## src/rtl/fetch_unit_if.sv

```systemverilog
// Fetch-stage bus: instruction-memory read port, decoder handshake and redirect input.
// master = fetch_unit, slave = memory/decoder/execute side.
interface fetch_unit_if;
    logic        En;
    logic        MemReq;
    logic [31:0] MemAddr;
    logic        MemAck;
    logic [31:0] MemRdata;
    logic [31:0] DataInst;
    logic [31:0] InstPc;
    logic        InstValid;
    logic        InstReady;
    logic        Redirect;
    logic [31:0] RedirectPc;
    logic        FetchFault;

    modport master (
        input  En, MemAck, MemRdata, InstReady, Redirect, RedirectPc,
        output MemReq, MemAddr, DataInst, InstPc, InstValid, FetchFault
    );

    modport slave (
        output En, MemAck, MemRdata, InstReady, Redirect, RedirectPc,
        input  MemReq, MemAddr, DataInst, InstPc, InstValid, FetchFault
    );
endinterface

```

## src/rtl/fetch_unit.sv

```systemverilog
// Instruction fetch: single-outstanding word reads into a circular buffer feeding the decoder.
// Define FETCH_ALIGN_CHECK_EN to fault on misaligned redirects instead of forcing alignment.
module fetch_unit #(
    parameter logic [31:0] RESET_PC  = 32'h0000_0000,
    parameter int unsigned BUF_DEPTH = 2
) (
    input logic          Clk,
    input logic          RstN,
    fetch_unit_if.master bus
);
    localparam int unsigned    PTR_W   = $clog2(BUF_DEPTH);
    localparam logic [PTR_W:0] DEPTH_C = BUF_DEPTH[PTR_W:0];
    localparam logic [31:0]    NOP     = 32'h0000_0013;

    localparam logic [1:0] IDLE  = 2'd0;
    localparam logic [1:0] REQ   = 2'd1;
    localparam logic [1:0] FLUSH = 2'd2;

    logic [1:0]       stateQ, stateD;
    logic [31:0]      memAddrQ, memAddrD;
    logic [31:0]      flushPcQ, flushPcD;
    logic [31:0]      nextPc, target;
    logic             faultQ, faultD;
    logic [PTR_W:0]   countQ, countD;
    logic [PTR_W-1:0] rdPtrQ, rdPtrD, wrPtrQ, wrPtrD;
    logic [31:0]      dataMem [BUF_DEPTH];
    logic [31:0]      pcMem   [BUF_DEPTH];
    logic             pop, push, pending, issue;

`ifdef FETCH_ALIGN_CHECK_EN
    assign target = bus.RedirectPc;
    assign faultD = bus.Redirect ? (bus.RedirectPc[1:0] != 2'b00) : faultQ;
`else
    assign target = {bus.RedirectPc[31:2], 2'b00};
    assign faultD = 1'b0;
`endif

    assign pop     = (countQ != '0) && bus.InstReady;
    // A redirect discards a coincident response, so it never reaches the buffer.
    assign push    = bus.MemAck && (stateQ == REQ) && !bus.Redirect;
    assign pending = (stateQ != IDLE) && !bus.MemAck;

    always_comb begin
        rdPtrD = rdPtrQ;
        wrPtrD = wrPtrQ;
        countD = countQ;
        if (bus.Redirect) begin
            rdPtrD = '0;
            wrPtrD = '0;
            countD = '0;
        end else begin
            if (push) wrPtrD = wrPtrQ + 1'b1;
            if (pop)  rdPtrD = rdPtrQ + 1'b1;
            case ({push, pop})
                2'b10:   countD = countQ + 1'b1;
                2'b01:   countD = countQ - 1'b1;
                default: countD = countQ;
            endcase
        end
    end

    always_comb begin
        nextPc   = memAddrQ;
        flushPcD = flushPcQ;
        if (bus.Redirect) begin
            nextPc   = target;
            flushPcD = target;
        end else if (bus.MemAck && (stateQ == REQ)) begin
            nextPc = memAddrQ + 32'd4;
        end else if (bus.MemAck && (stateQ == FLUSH)) begin
            nextPc = flushPcQ;
        end

        issue = bus.En && !faultD && !pending && (countD < DEPTH_C);

        // An outstanding request keeps its address until acked; a redirect only retargets.
        if (pending) begin
            memAddrD = memAddrQ;
            stateD   = (bus.Redirect || (stateQ == FLUSH)) ? FLUSH : REQ;
        end else begin
            memAddrD = nextPc;
            stateD   = issue ? REQ : IDLE;
        end
    end

    always_ff @(posedge Clk or negedge RstN) begin
        if (!RstN) begin
            stateQ   <= IDLE;
            memAddrQ <= RESET_PC;
            flushPcQ <= RESET_PC;
            faultQ   <= 1'b0;
            countQ   <= '0;
            rdPtrQ   <= '0;
            wrPtrQ   <= '0;
        end else begin
            stateQ   <= stateD;
            memAddrQ <= memAddrD;
            flushPcQ <= flushPcD;
            faultQ   <= faultD;
            countQ   <= countD;
            rdPtrQ   <= rdPtrD;
            wrPtrQ   <= wrPtrD;
        end
    end

    always_ff @(posedge Clk) begin
        if (push) begin
            dataMem[wrPtrQ] <= bus.MemRdata;
            pcMem[wrPtrQ]   <= memAddrQ;
        end
    end

    assign bus.MemReq     = (stateQ != IDLE);
    assign bus.MemAddr    = memAddrQ;
    assign bus.InstValid  = (countQ != '0);
    assign bus.DataInst   = (countQ != '0) ? dataMem[rdPtrQ] : NOP;
    assign bus.InstPc     = (countQ != '0) ? pcMem[rdPtrQ] : 32'h0000_0000;
    assign bus.FetchFault = faultQ;
endmodule

```

## src/flat_wrapper.sv

```systemverilog
// flat-port wrapper written by rule: the top's interface ports become plain ports
module fetch_unit_flat 
#(
    parameter logic [31:0] RESET_PC  = 32'h0000_0000,
    parameter int unsigned BUF_DEPTH = 2
)
  (Clk, RstN, bus_En, bus_MemAck, bus_MemRdata, bus_InstReady, bus_Redirect, bus_RedirectPc, bus_MemReq, bus_MemAddr, bus_DataInst, bus_InstPc, bus_InstValid, bus_FetchFault);
  fetch_unit_if bus_i ();
  input logic Clk;
  input logic RstN;
  input wire logic [$bits(bus_i.En)-1:0] bus_En;
  input wire logic [$bits(bus_i.MemAck)-1:0] bus_MemAck;
  input wire logic [$bits(bus_i.MemRdata)-1:0] bus_MemRdata;
  input wire logic [$bits(bus_i.InstReady)-1:0] bus_InstReady;
  input wire logic [$bits(bus_i.Redirect)-1:0] bus_Redirect;
  input wire logic [$bits(bus_i.RedirectPc)-1:0] bus_RedirectPc;
  output wire logic [$bits(bus_i.MemReq)-1:0] bus_MemReq;
  output wire logic [$bits(bus_i.MemAddr)-1:0] bus_MemAddr;
  output wire logic [$bits(bus_i.DataInst)-1:0] bus_DataInst;
  output wire logic [$bits(bus_i.InstPc)-1:0] bus_InstPc;
  output wire logic [$bits(bus_i.InstValid)-1:0] bus_InstValid;
  output wire logic [$bits(bus_i.FetchFault)-1:0] bus_FetchFault;
  assign bus_i.En = bus_En;
  assign bus_i.MemAck = bus_MemAck;
  assign bus_i.MemRdata = bus_MemRdata;
  assign bus_i.InstReady = bus_InstReady;
  assign bus_i.Redirect = bus_Redirect;
  assign bus_i.RedirectPc = bus_RedirectPc;
  assign bus_MemReq = bus_i.MemReq;
  assign bus_MemAddr = bus_i.MemAddr;
  assign bus_DataInst = bus_i.DataInst;
  assign bus_InstPc = bus_i.InstPc;
  assign bus_InstValid = bus_i.InstValid;
  assign bus_FetchFault = bus_i.FetchFault;
  fetch_unit #(.RESET_PC(RESET_PC), .BUF_DEPTH(BUF_DEPTH)) u_core (.Clk(Clk), .RstN(RstN), .bus(bus_i));
endmodule
```

## config.mk

```make
export PLATFORM = sky130hd
export DESIGN_NAME = fetch_unit_flat
export DESIGN_NICKNAME = d
export VERILOG_FILES = /design/src/rtl/fetch_unit_if.sv /design/src/rtl/fetch_unit.sv /design/src/flat_wrapper.sv
export SDC_FILE = /design/constraint.sdc
export NUM_CORES = 1
export LEC_CHECK = 0
export CORE_UTILIZATION = 40
export CTS_CLUSTER_DIAMETER = 50
export DETAILED_ROUTE_END_ITERATION = 7
export DONT_BUFFER_PORTS = 1
export PLACE_DENSITY = 0.64
export SKIP_CTS_REPAIR_TIMING = 1
export SLEW_MARGIN = 25
export SYNTH_ARGS = -nofsm -noshare
export SYNTH_HDL_FRONTEND = slang
export SYNTH_SLANG_ARGS = --single-unit
```

## constraint.sdc

```tcl
create_clock -name Clk -period 4.5 [get_ports Clk]
set_input_delay 0.225 -clock Clk [delete_from_list [all_inputs] [get_ports Clk]]
set_output_delay 0.225 -clock Clk [all_outputs]
set_load 0.03 [all_outputs]
```

# ---- Word-level counts from Yosys, hierarchy flattened
# Memories as Yosys holds them, arrays and structs flattened.
# Cells that the tools add are included.
dict set report word_totals {
  regBits 68
  ram_bits 128
  wordCells 52
  mem_count 2
}
# name depth width rd rd_ports_with_merged_regs write_ports line_no
set mem_list {}
lappend mem_list {u_core.dataMem 2 32 1 0 1 fetch_unit.sv:26} ;# logic [31:0] dataMem [BUF_DEPTH];
lappend mem_list {u_core.pcMem 2 32 1 0 1 fetch_unit.sv:27} ;# logic [31:0] pcMem [BUF_DEPTH];
dict set report classes {
  addsub 5
  order_cmp 1
  n_eq_ne 4
  mux 16
  bitwise_logic 1
  reduce_logical 17
}
# cell count
set ops {}
lappend ops {{$mux 32} 5}
lappend ops {{$add 32x3->32 const B} 1}
lappend ops {{$reduce_bool 2->1} 4}
lappend ops {{$logic_and 1x1->1} 7}
lappend ops {{$mux 1} 7}
lappend ops {{$mux 2} 3}
lappend ops {{$eq 2x1->1 const B} 2}
lappend ops {{$eq 2x2->1 const B} 2}
lappend ops {{$pmux 2 s2} 1}
lappend ops {{$logic_not 1->1} 3}
lappend ops {{$reduce_bool 3->1} 1}
lappend ops {{$add 1x1->1 const B} 2}
lappend ops {{$add 2x1->2 const B} 1}
lappend ops {{$lt 2x2->1 const B} 1}
lappend ops {{$reduce_and 2->1} 1}
lappend ops {{$sub 2x1->2 const B} 1}
lappend ops {{$logic_or 1x1->1} 1}
lappend ops {{$not 1->1} 1}

# ---- Logic depth before layout (Yosys ltp)
dict set report logic_depth {
  word_depth 10
  depth_mapped 9
  depth_no_buf 9
}

# ---- Worst setup path before layout
# OpenSTA, ideal clock, no wires.
dict set report synth_path {
  path_kind {register -> register}
  startpoint {register u_core.stateQ[1]}
  endpoint {memory u_core.dataMem[0][0], enable pin}
  setup_time_ns 0.482
  t_arrival_ns 3.565
  t_required_ns 4.018
  slack_ns 0.453
  path_stages_with_launch 5
  path_buffers 2
  path_cell_list {dfrtp_1 nand4bb_1 buf_2 clkbuf_1 nor2_1}
}
dict set report synth_between {
  elab_chain_len 5
}
# item line_no
set synth_rtl {}
lappend synth_rtl {{from (decl)} fetch_unit.sv:19} ;# logic [1:0] stateQ, stateD;
lappend synth_rtl {{from (signal assigned)} fetch_unit.sv:96} ;# stateQ <= stateD;
lappend synth_rtl {{$eq 2x1->1} fetch_unit.sv:40} ;# assign push = bus.MemAck && (stateQ == REQ) && !bus.Redirect;
lappend synth_rtl {{$logic_and 1x1->1 (2 in a row)} fetch_unit.sv:40}
lappend synth_rtl {{$mux 1} fetch_unit.sv:107} ;# if (push) begin
lappend synth_rtl {{$mux 1 (implied by the code)} fetch_unit.sv:108} ;# dataMem[wrPtrQ] <= bus.MemRdata;
lappend synth_rtl {{to (decl)} fetch_unit.sv:26}
# No other way between the ends.

# ---- Worst setup path in the final report
dict set report layout_path {
  startpoint {register u_core.stateQ[1]}
  endpoint {register u_core.stateQ[0]}
}
dict set report layout_between {
  elab_chain_len 10
  word_cells_on_any_way 18
  classes_between {order compare: 1; eq/ne: 4; mux: 5; reduce/logical: 8}
}
# item line_no
set layout_rtl {}
lappend layout_rtl {{$eq 2x1->1 *} fetch_unit.sv:40}
lappend layout_rtl {{$logic_and 1x1->1 * (2 in a row)} fetch_unit.sv:40}
lappend layout_rtl {{$eq 2x1->1 or $eq 2x2->1 (tied branches)} fetch_unit.sv:54} ;# case ({push, pop})
lappend layout_rtl {{$pmux 2 s2 *} fetch_unit.sv:54}
lappend layout_rtl {{$mux 2 *} fetch_unit.sv:47} ;# if (bus.Redirect) begin
lappend layout_rtl {{net u_core.countD[1]} fetch_unit.sv:24} ;# logic [PTR_W:0] countQ, countD;
lappend layout_rtl {{$lt 2x2->1 *} fetch_unit.sv:74} ;# issue = bus.En && !faultD && !pending && (countD < DEPTH_C);
lappend layout_rtl {{$logic_and 1x1->1 *} fetch_unit.sv:74}
lappend layout_rtl {{$mux 1 *} fetch_unit.sv:82} ;# stateD = issue ? REQ : IDLE;
lappend layout_rtl {{$mux 2 *} fetch_unit.sv:77} ;# if (pending) begin
lappend layout_rtl {{net u_core.stateD[0]} fetch_unit.sv:19}
# Mark *: on every way through the listed nets, which the timed path passes. The rest lies on a longest branch.
# A chain may end at the register's enable or synchronous reset.

==> results.md <==
- Initial Util: 40.7%
- I/O Pins: 169
- Clock share of power: 35.0%
- Maximum VDD drop: 0.000264 V
- Post-Synthesis Mean Instance Area: 13.2 um2
- Global-route wire length before repair: 27.2 mm
- Setup WS post-layout: 1.82 ns
- Count leader, synth: edfxtp_1
- Synth cell types: 55
- Grt met1 use: 20.9%
- DR vias/cell: 5.43
- Primary FF master, synth: edfxtp_1
- CTS Buf Count: 17
- PwrDens: 427 mW/mm2
- Share of cells above drive strength 1: 12.3%
- Via count: 5257
- Worst setup path startpoint: u_core.stateQ[1]
- CTS Buffer Depth: 2
- # nets final: 758
- Crit Path Category: reg -> reg
- N_diodes: 0
- Post-placement setup slack: 1.86 ns
- Worst skew pair latency: 0.42 ns
- Most Crowded Layer GR: met2
- Synth warn: 0
- Vias in the first global route: 4841
- Leak pwr: 3.43 nW
- Htree depth: 4
- Switching share of power: 28.7%
- Clk slew on worst S/H paths: 0.07 ns
- Routed len/inst: 19.1 um
- Most common library cells after synthesis: 124 x edfxtp_1, 98 x nor2_1, 66 x dfrtp_1, 65 x mux2i_1, 37 x o21ai_0
- Tightest Hold Check Type: in -> reg
- Register area share after synthesis: 65.3%
- Register bit total from synthesis: 190
- Skew final: 0.0116 ns
- Final hold slack: 0.0114 ns
- Crit Reg-Reg Startpoint: u_core.stateQ[1]
- Final Hold Fails: 0
- Arr. time, crit path: 2.97 ns
- Setup_tns: 0 ns
- # DRC: 0
- Port Buffers: 0
- Share of the synthesized area in the top cell type: 45.2%
- Core Area: 0.0202 mm2
- Largest net degree at the start of global routing: 78
- CP required: 4.79 ns
- Internal power: 3.00 mW
- Fin. max-slew vios: 0
- Crit-path cells: nand4bb_2 > inv_1 > ha_1 > or3_1 > a21oi_1 > o32ai_1
- DRT Pass-1 Iters: 6
- Synth area leaders: edfxtp_1 45%, dfrtp_1 20%, mux2i_1 7.9%
- Highest net fanout along the worst path: 12
- DIE AREA: 0.0212 mm2
- Initial antenna violation count: 0
- Cell count after synthesis: 625
- Fraction of registers with async set/reset: 34.7%
- # fillers: 1763
- Hold Path Origin: bus_RedirectPc[19]
- Slowest-stage cell, CP: nand4bb_2
- RSZ-0062 raised after global routing: false
- GR met3 Demand/Resource: 6.61%
- Max-capacitance violation count: 0
- Die X: 145 um
- Status: completed
- Critical path launch point type: flop
- Clock Sinks: 190
- Worst-Margin Slew: 0.979 ns
- Post-synth EDFFs: 124
- Sequential share of power: 56.3%
- CTS tree: yes
- Final Critical Period: 2.68 ns
- Switching power: 1.20 mW
- Crit path capture type: flop
- FP Rows: 52
- # setup viols final: 0
- Comb pwr share: 8.8%
- Area delta synth->final: 19.3%
- Slew Limit Headroom: 34.7%
- FMAX: 0.373 GHz
- Remaining antenna violation count after routing: 0
- Fin crit share: 59.5%
- GPL Wtd Cong: 0.797
- DP HPWL: 11.5 mm
- Netlist Area Pre-Place: 0.00823 mm2
- Global route total overflow: 0
- Critical path's largest stage delay: 0.56 ns
- Routed WL: 18.5 mm
- Root buf cell: clkbuf_16
- Top cell type by total area after synthesis: edfxtp_1
- Tot GR Track Use: 16.8%
- M2 GR Usage: 26.8%
- Initial DRC count: 406
- Chip height: 145 um
## worst max-delay path, delay by kind of cell (launching register included)
| family | cells | cell delay, ns |
|---|---|---|
| and+or+nand+nor | 2 | 0.95 |
| AOI/OAI and AO/OA | 2 | 0.49 |
| DFF | 1 | 0.45 |
| buffers and inverters | 1 | 0.34 |
| adders and majority gates | 1 | 0.31 |
## routing by layer
| layer | vias to the layer above | wire [um] |
|---|---|---|
| met5 | - | 0 |
| met4 | 0 | 163 |
| met3 | 15 | 1040 |
| met2 | 165 | 9080 |
| met1 | 2617 | 8240 |
| li1 | 2460 | - |
## registers in the layout, summed over array words and instances, names as in the netlist
signal / cells
u_core.flushPcQ: 30
u_core.countQ: 2
u_core.rdPtrQ: 1
u_core.stateQ: 2
u_core.bus.MemAddr: 30
u_core.dataMem: 64
u_core.wrPtrQ: 1
u_core.pcMem: 60
## power groups by stage
stage	combinational [mW]	clock (mW)	sequential, mW
6_report	0.368	1.47	2.36
4_1_cts	0.294	1.50	2.36
3_5_place_dp	0.292	0	2.40
3_3_place_gp	0.282	0	2.39
2_1_floorplan	0.255	0	2.31
5_1_grt	0.412	1.57	2.39
## layout make-up
type                            count  area (um2)  share of cell area [%]
Sequential cell                   190        5380                    54.8
Multi-Input combinational cell    385        2670                    27.2
Timing Repair Buffer               78         803                    8.18
Clock buffer                       19         453                    4.61
Tap cell                          270         338                    3.44
Clock inverter                     13         126                    1.29
Inverter                           13        48.8                   0.497
## metrics by stage
stage	area, um2	utilization, %	power, mW	std cells
3_5_place_dp	8510	42.0	2.69	867
5_1_grt	9820	48.5	4.37	968
4_1_cts	9090	44.9	4.16	899
3_3_place_gp	8510	42.0	2.67	867
2_1_floorplan	8250	-	2.57	629
6_report	9820	48.5	4.20	968
## cells in the final DEF (no fill, tap or decap), types with 7 or more instances in the layout
| cell | instances |
|---|---|
| edfxtp_1 | 124 |
| nor2_1 | 95 |
| dlygate4sd3_1 | 66 |
| mux2i_1 | 65 |
| dfrtp_1 | 65 |
| o21ai_0 | 37 |
| mux2_2 | 28 |
| a21oi_1 | 20 |
| nand2_1 | 19 |
| clkbuf_16 | 17 |
| inv_1 | 13 |
| nand3_1 | 9 |
| buf_4 | 9 |
| a221oi_1 | 8 |
| o22ai_1 | 7 |
| a22o_1 | 7 |
| a22oi_1 | 7 |
## logic make-up (layout without fill, tap and decap cells)
logic type | after synthesis | count (layout) | share of synthesized area [%]
other | 1 | 5 | 0.0456
adder cells (fa/ha/maj) | 3 | 3 | 0.456
flip-flops | 190 | 190 | 65.3
AO/OA/AOI/OAI | 113 | 113 | 9.01
AND/OR/NAND/NOR | 163 | 163 | 9.86
XOR/XNOR | 8 | 8 | 0.851
multiplexers | 93 | 93 | 11.7
buffers and inverters | 54 | 123 | 2.74
## worst paths after layout
check / endpoint / depth (start not counted) / slack [ns]
max reg2reg: u_core.stateQ[0] / 6 / 1.82
max: u_core.stateQ[0] / 6 / 1.82
min in group asynchronous: u_core.flushPcQ[17] / 2 / 0.33
min reg2reg: u_core.flushPcQ[3] / 1 / 0.51
min: u_core.bus.MemAddr[19] / 2 / 0.01
max in group asynchronous: u_core.rdPtrQ / 2 / 3.87
(Power assumes the default switching activity.)
